### config.mk
export PLATFORM = sky130hd
export DESIGN_NAME = spi_mux_ctrl
export DESIGN_NICKNAME = d
export VERILOG_FILES = /design/src/rtl/spi_mux_ctrl.sv
export SDC_FILE = /design/constraint.sdc
export NUM_CORES = 1
export LEC_CHECK = 0
export BUFFER_PORTS_ARGS = -buffer_cell sky130_fd_sc_hd__buf_2
export CAP_MARGIN = 20
export CORE_MARGIN = 4
export CORE_UTILIZATION = 50
export DETAILED_ROUTE_END_ITERATION = 10
export PLACE_DENSITY_LB_ADDON = 0.1
export SLEW_MARGIN = 30
export SYNTH_ARGS = -nofsm -noshare
export SYNTH_HDL_FRONTEND = slang
export SYNTH_SLANG_ARGS = --single-unit
### constraint.sdc
create_clock -name clk -period 2.4 [get_ports clk]
set_clock_uncertainty 0.05 [all_clocks]
set_input_delay 0.48 -clock clk [delete_from_list [all_inputs] [get_ports clk]]
set_output_delay 0.48 -clock clk [all_outputs]
set_load 0.01 [all_outputs]
### src/rtl/spi_mux_ctrl.sv
// rtl/spi_mux_ctrl.sv - framed SPI mode-0 command controller for the LED output mux
module spi_mux_ctrl #(
   parameter int SYNC_STAGES = 2,
   parameter int NUM_CH      = 4,
   localparam int CSW        = (NUM_CH > 1) ? $clog2(NUM_CH) : 1
) (
   input  logic              clk,
   input  logic              reset,
   input  logic              spi_nCS,
   input  logic              spi_sck,
   input  logic              spi_mosi,
   output logic              spi_miso,
   output logic              spi_miso_oe,
   output logic [NUM_CH-1:0] out_en,
   output logic [CSW-1:0]    ch_sel,
   output logic [7:0]        data,
   output logic              data_valid,
   output logic              frame_err,
   output logic              busy
);

   typedef enum logic [2:0] {WAIT_CS, IDLE, CMD, WR, STREAM, RD, DRAIN} state_t;

   state_t                 state;
   logic [SYNC_STAGES-1:0] ncs_p;
   logic [SYNC_STAGES-1:0] mosi_p;
   logic [SYNC_STAGES:0]   sck_p;     // top bit is the previous synced SCK for edge detection
   logic                   ncs_q;
   logic                   mosi_q;
   logic                   rise_q;
   logic                   fall_q;
   logic [2:0]             cnt;
   logic [6:0]             shin;      // first seven bits of the byte being received
   logic [6:0]             shout;     // remaining read bits after the one on MISO
   logic [1:0]             addr;
   logic [7:0]             rx_byte;
   logic [7:0]             rd_val;
   logic                   byte_done;

   assign rx_byte   = {shin, mosi_q};
   assign byte_done = rise_q && (cnt == 3'd7);
   assign busy      = (state != IDLE) && (state != WAIT_CS);

   // Synchronise the async SPI pins and register the SCK edge pulses alongside the data they qualify
   always_ff @(posedge clk) begin
      if (!reset) begin
         ncs_p  <= '0;
         mosi_p <= '0;
         sck_p  <= '0;
         ncs_q  <= 1'b0;
         mosi_q <= 1'b0;
         rise_q <= 1'b0;
         fall_q <= 1'b0;
      end else begin
         ncs_p  <= {ncs_p[SYNC_STAGES-2:0], spi_nCS};
         mosi_p <= {mosi_p[SYNC_STAGES-2:0], spi_mosi};
         sck_p  <= {sck_p[SYNC_STAGES-1:0], spi_sck};
         ncs_q  <= ncs_p[SYNC_STAGES-1];
         mosi_q <= mosi_p[SYNC_STAGES-1];
         rise_q <= sck_p[SYNC_STAGES-1] & ~sck_p[SYNC_STAGES];
         fall_q <= ~sck_p[SYNC_STAGES-1] & sck_p[SYNC_STAGES];
      end
   end

   // Register readback value for the address carried by the command byte just completed
   always_comb begin
      rd_val = '0;
      case (rx_byte[3:0])
         4'h0:    rd_val[NUM_CH-1:0] = out_en;
         4'h1:    rd_val[CSW-1:0]    = ch_sel;
         4'h2:    rd_val[1:0]        = {busy, frame_err};
         default: rd_val             = '0;
      endcase
   end

   // Frame state machine: command decode, register writes, stream output and MISO shifting
   always_ff @(posedge clk) begin
      if (!reset) begin
         state       <= WAIT_CS;
         cnt         <= '0;
         shin        <= '0;
         shout       <= '0;
         addr        <= '0;
         out_en      <= '0;
         ch_sel      <= '0;
         data        <= '0;
         data_valid  <= 1'b0;
         spi_miso    <= 1'b0;
         spi_miso_oe <= 1'b0;
         frame_err   <= 1'b0;
      end else begin
         data_valid <= 1'b0;
         case (state)
            WAIT_CS: if (ncs_q) state <= IDLE;
            IDLE: begin
               if (!ncs_q) begin
                  state <= CMD;
                  cnt   <= '0;
               end
            end
            default: begin
               if (ncs_q) begin
                  // CS released mid-frame: a partial byte is a framing error and is discarded
                  state       <= IDLE;
                  spi_miso_oe <= 1'b0;
                  spi_miso    <= 1'b0;
                  cnt         <= '0;
                  if (cnt != 3'd0) frame_err <= 1'b1;
               end else begin
                  case (state)
                     CMD: begin
                        if (rise_q) begin
                           shin <= rx_byte[6:0];
                           cnt  <= cnt + 3'd1;
                           if (byte_done) begin
                              addr <= rx_byte[1:0];
                              if (rx_byte[3:0] < 4'h3) begin
                                 if (rx_byte[7]) begin
                                    state <= WR;
                                 end else begin
                                    state       <= RD;
                                    shout       <= rd_val[6:0];
                                    spi_miso    <= rd_val[7];
                                    spi_miso_oe <= 1'b1;
                                 end
                              end else if (rx_byte[7] && (rx_byte[3:0] == 4'h3)) begin
                                 state <= STREAM;
                              end else begin
                                 state <= DRAIN;
                              end
                           end
                        end
                     end
                     WR: begin
                        if (rise_q) begin
                           shin <= rx_byte[6:0];
                           cnt  <= cnt + 3'd1;
                           if (byte_done) begin
                              case (addr)
                                 2'd0:    out_en <= rx_byte[NUM_CH-1:0];
                                 2'd1:    ch_sel <= rx_byte[CSW-1:0];
                                 2'd2:    if (rx_byte[0]) frame_err <= 1'b0;
                                 default: ;
                              endcase
                              state <= DRAIN;
                           end
                        end
                     end
                     STREAM: begin
                        if (rise_q) begin
                           shin <= rx_byte[6:0];
                           cnt  <= cnt + 3'd1;
                           if (byte_done) begin
                              data       <= rx_byte;
                              data_valid <= 1'b1;
                           end
                        end
                     end
                     RD: begin
                        if (rise_q) begin
                           cnt <= cnt + 3'd1;
                           if (cnt == 3'd7) begin
                              state       <= DRAIN;
                              spi_miso_oe <= 1'b0;
                              spi_miso    <= 1'b0;
                           end
                        end else if (fall_q && (cnt != 3'd0)) begin
                           // the fall that ends the command byte must not shift
                           spi_miso <= shout[6];
                           shout    <= {shout[5:0], 1'b0};
                        end
                     end
                     DRAIN:   ;
                     default: state <= WAIT_CS;
                  endcase
               end
            end
         endcase
      end
   end

endmodule

==> qor.csv <==
stage,metric,value,unit
cells_and_area,fin_cells,333,
timing,layout_min_cycle_time,2.14,ns
clock_network,path_clk_slew,0.09,ns
status,run_status,completed,
setup_path,crit_type,flop to flop,
route,remaining_drc_errors,0,
logic_synthesis,synthTopCellsByArea,"dfxtp_1 (43%), mux2i_1 (5.5%), a21oi_1 (4.6%), nand3_1 (4.2%), nor2_1 (4.1%)",
logic_synthesis,avgSynthCellArea,8.94,µm²
clock_network,cts_tree,done,
power,power_density,711,mW/mm²
route,drt-total-wl,4910,µm
clock_network,clk_path_buf_depth,2,
logic_synthesis,yosysWarnings,0,
route,viasPerCell,5.55,
logic_synthesis,synth_top_family_by_area,simple AND/OR/NAND/NOR gates,
route,drtAntennaViolNets,0,
clock_network,cts_resized,0,
clock_network,cts_buffers,5,
setup_path,endpoint_kind,flop,
logic_synthesis,muxShareOfSynthArea,0.0597,
power,p_leak,1.02,nW
logic_synthesis,synth_cells,265,
logic_synthesis,synth_top_cell_by_area,dfxtp_1,
logic_synthesis,yosys.area_share.simple,0.264,
logic_synthesis,synth.most_common_cell,dfxtp_1,
min_path,hold_path.class,input port to flop,
global_routing,grt_antenna_before_repair,0,
cells_and_area,antennaDiodeCount,0,
route,first_pass_iters,4,
logic_synthesis,synth_compound_area_frac,0.160,
logic_synthesis,synth_seq_cells,51,
die,die_w,76.8,µm
die,die_y,76.8,µm
timing,drv_slew,0,
cells_and_area,drive_gt1_frac,0.167,
placed_design,gp_congestion,0.833,
route,drtIter0Drc,132,
global_routing,globalRouteOverflowTotal,0,
clock_network,insertion_delay,0.30,ns
cells_and_area,layout.nets,289,
route,wl_per_cell,14.7,µm
timing,finalSetupTns,0,ns
global_routing,grt_use_total,0.174,
clock_network,cts_setup_buffers,0,
setup_path,cp.arrival,2.26,ns
placed_design,dp.cells,325,
setup_path,cp.required,2.53,ns
route,num_vias,1847,
logic_synthesis,synth-xor-area-share,0.00370,
power,peakVddDrop,451,µV
die,core-area,0.00447,mm²
cells_and_area,syn2layout_area_growth,8.24,%
logic_synthesis,synthFlopType,dfxtp_1,
setup_path,worstPathMaxFanout,10,
logic_synthesis,synth_common_cells,"dfxtp_1 (51), nor2_1 (26), a21oi_1 (22), nand2_1 (21), nand3_1 (20)",
cells_and_area,fill_cells,397,
logic_synthesis,synthArstFlopShare,0,
cells_and_area,multi_input_area,0.00120,mm²
timing,max_slew_margin,0.611,
clock_network,cts.sinks,51,
logic_synthesis,yosysSeqAreaShare,0.431,
die,initial_utilization,0.529,
global_routing,grt_max_degree,36,
logic_synthesis,yosys.area_share.adder,0.0211,
job,drv_cap,0,
logic_synthesis,synth_top_area_frac,0.431,
placed_design,port_buffers,23,
logic_synthesis,netlist_area,0.00237,mm²
cells_and_area,utilization,0.573,
die,io_pins,24,
global_routing,grt_pass1_vias,1684,
clock_network,hold_buffers,0,
timing,hold_violations,0,
logic_synthesis,netlist-cell-type-count,46,
logic_synthesis,synth_nets,274,
timing,rsz0062_at_grt,false,
global_routing,grt_first_pass_wirelength,8380,µm
logic_synthesis,synth_edf_count,0,
clock_network,root_buffer,clkbuf_8,
cells_and_area,regArea,0.00102,mm²
timing,fin_crit_sh,0.892,
timing,worstMarginPinSlew,0.583,ns
die,dieArea,0.00590,mm²
clock_network,cts_max_level,2,
timing,max_freq,467,MHz
die,placement_rows,24,
setup_path,critPathLaunchType,flop,
timing,setup_viol,0,
placed_design,hpwlAfterDp,3460,µm
[stage by stage]
step           total power [mW]  hold WS, ns  area (µm²)  setup WS, ns
2_1_floorplan              1.28        0.333        2370         0.561
3_3_place_gp               1.33        0.345        2470         0.340
3_5_place_dp               1.33        0.345        2470         0.281
4_1_cts                    1.83        0.328        2560         0.277
5_1_grt                    1.93        0.339        2560        0.0477
6_report                   1.82        0.334        2560         0.260
[critical path: stages (launching register included)]
cell	delay, ns
dfxtp_1	0.52
inv_1	0.10
ha_1	0.31
and4bb_2	0.42
buf_4	0.19
nand2_1	0.21
nand2_1	0.14
a21oi_1	0.07
[metal layers]
layer	vias to the layer above	share of wire	GRT usage
li1	959	-	-
met1	856	0.53	0.254
met2	28	0.43	0.253
met3	4	0.039	0.0422
met4	0	0.0067	0.0489
met5	-	0	0
[registers in the layout, indices dropped and copies added, names as in the netlist]
register	cells
mosi_p	2
rise_q	1
ncs_q	1
sck_p	3
cnt	3
data_valid	1
addr	2
ncs_p	2
spi_miso	1
shout	7
state	3
shin	7
spi_miso_oe	1
mosi_q	1
data	8
ch_sel	2
fall_q	1
out_en	4
frame_err	1
[cell type report]
class	count	area share
Clock inverter	1	0.00342
Inverter	7	0.0102
Sequential cell	51	0.398
Tap cell	52	0.0254
Clock buffer	7	0.0337
Timing Repair Buffer	28	0.0595
Multi-Input combinational cell	187	0.469
[cells in the final DEF (no fill, tap or decap), drive strengths merged, types with 2 or more instances in the layout]
master,n
and2,14
o211ai,4
and3b,3
o22ai,4
nand2b,3
nand3,20
a22oi,3
nand2,21
nor2b,6
nor3,3
nor3b,4
a211oi,3
clkbuf,7
clkinv,2
a21oi,22
nor2,26
dfxtp,51
o21ai,8
and4bb,2
ha,4
nand4,6
mux2i,13
buf,28
inv,6
a311oi,2
[power breakdown]
part	internal [mW]	leakage, nW	switching [mW]	total [mW]
clock network	0.237	0.0484	0.272	0.508
registers	0.870	0.413	0.0510	0.921
logic	0.160	0.563	0.233	0.393
[path summary, 6_finish.rpt]
path | depth (start not counted) | endpoint | slack (ns) | start
max reg2reg | 7 | data[0] | 0.26 | state[2]
min | 2 | mosi_p[0] | 0.33 | spi_mosi
min reg2reg | 1 | fall_q | 0.36 | sck_p[1]
max | 7 | data[0] | 0.26 | state[2]
[cell families (layout without fill, tap and decap cells)]
| family | after synthesis | in the layout |
|---|---|---|
| buffers and inverters | 27 | 43 |
| AND/OR/NAND/NOR | 114 | 114 |
| flip-flops | 51 | 51 |
| AO/OA/AOI/OAI | 54 | 54 |
| XOR/XNOR | 1 | 1 |
| multiplexers | 14 | 14 |
| adder cells (fa/ha/maj) | 4 | 4 |
Note: power is estimated with default switching activity, not from simulation.
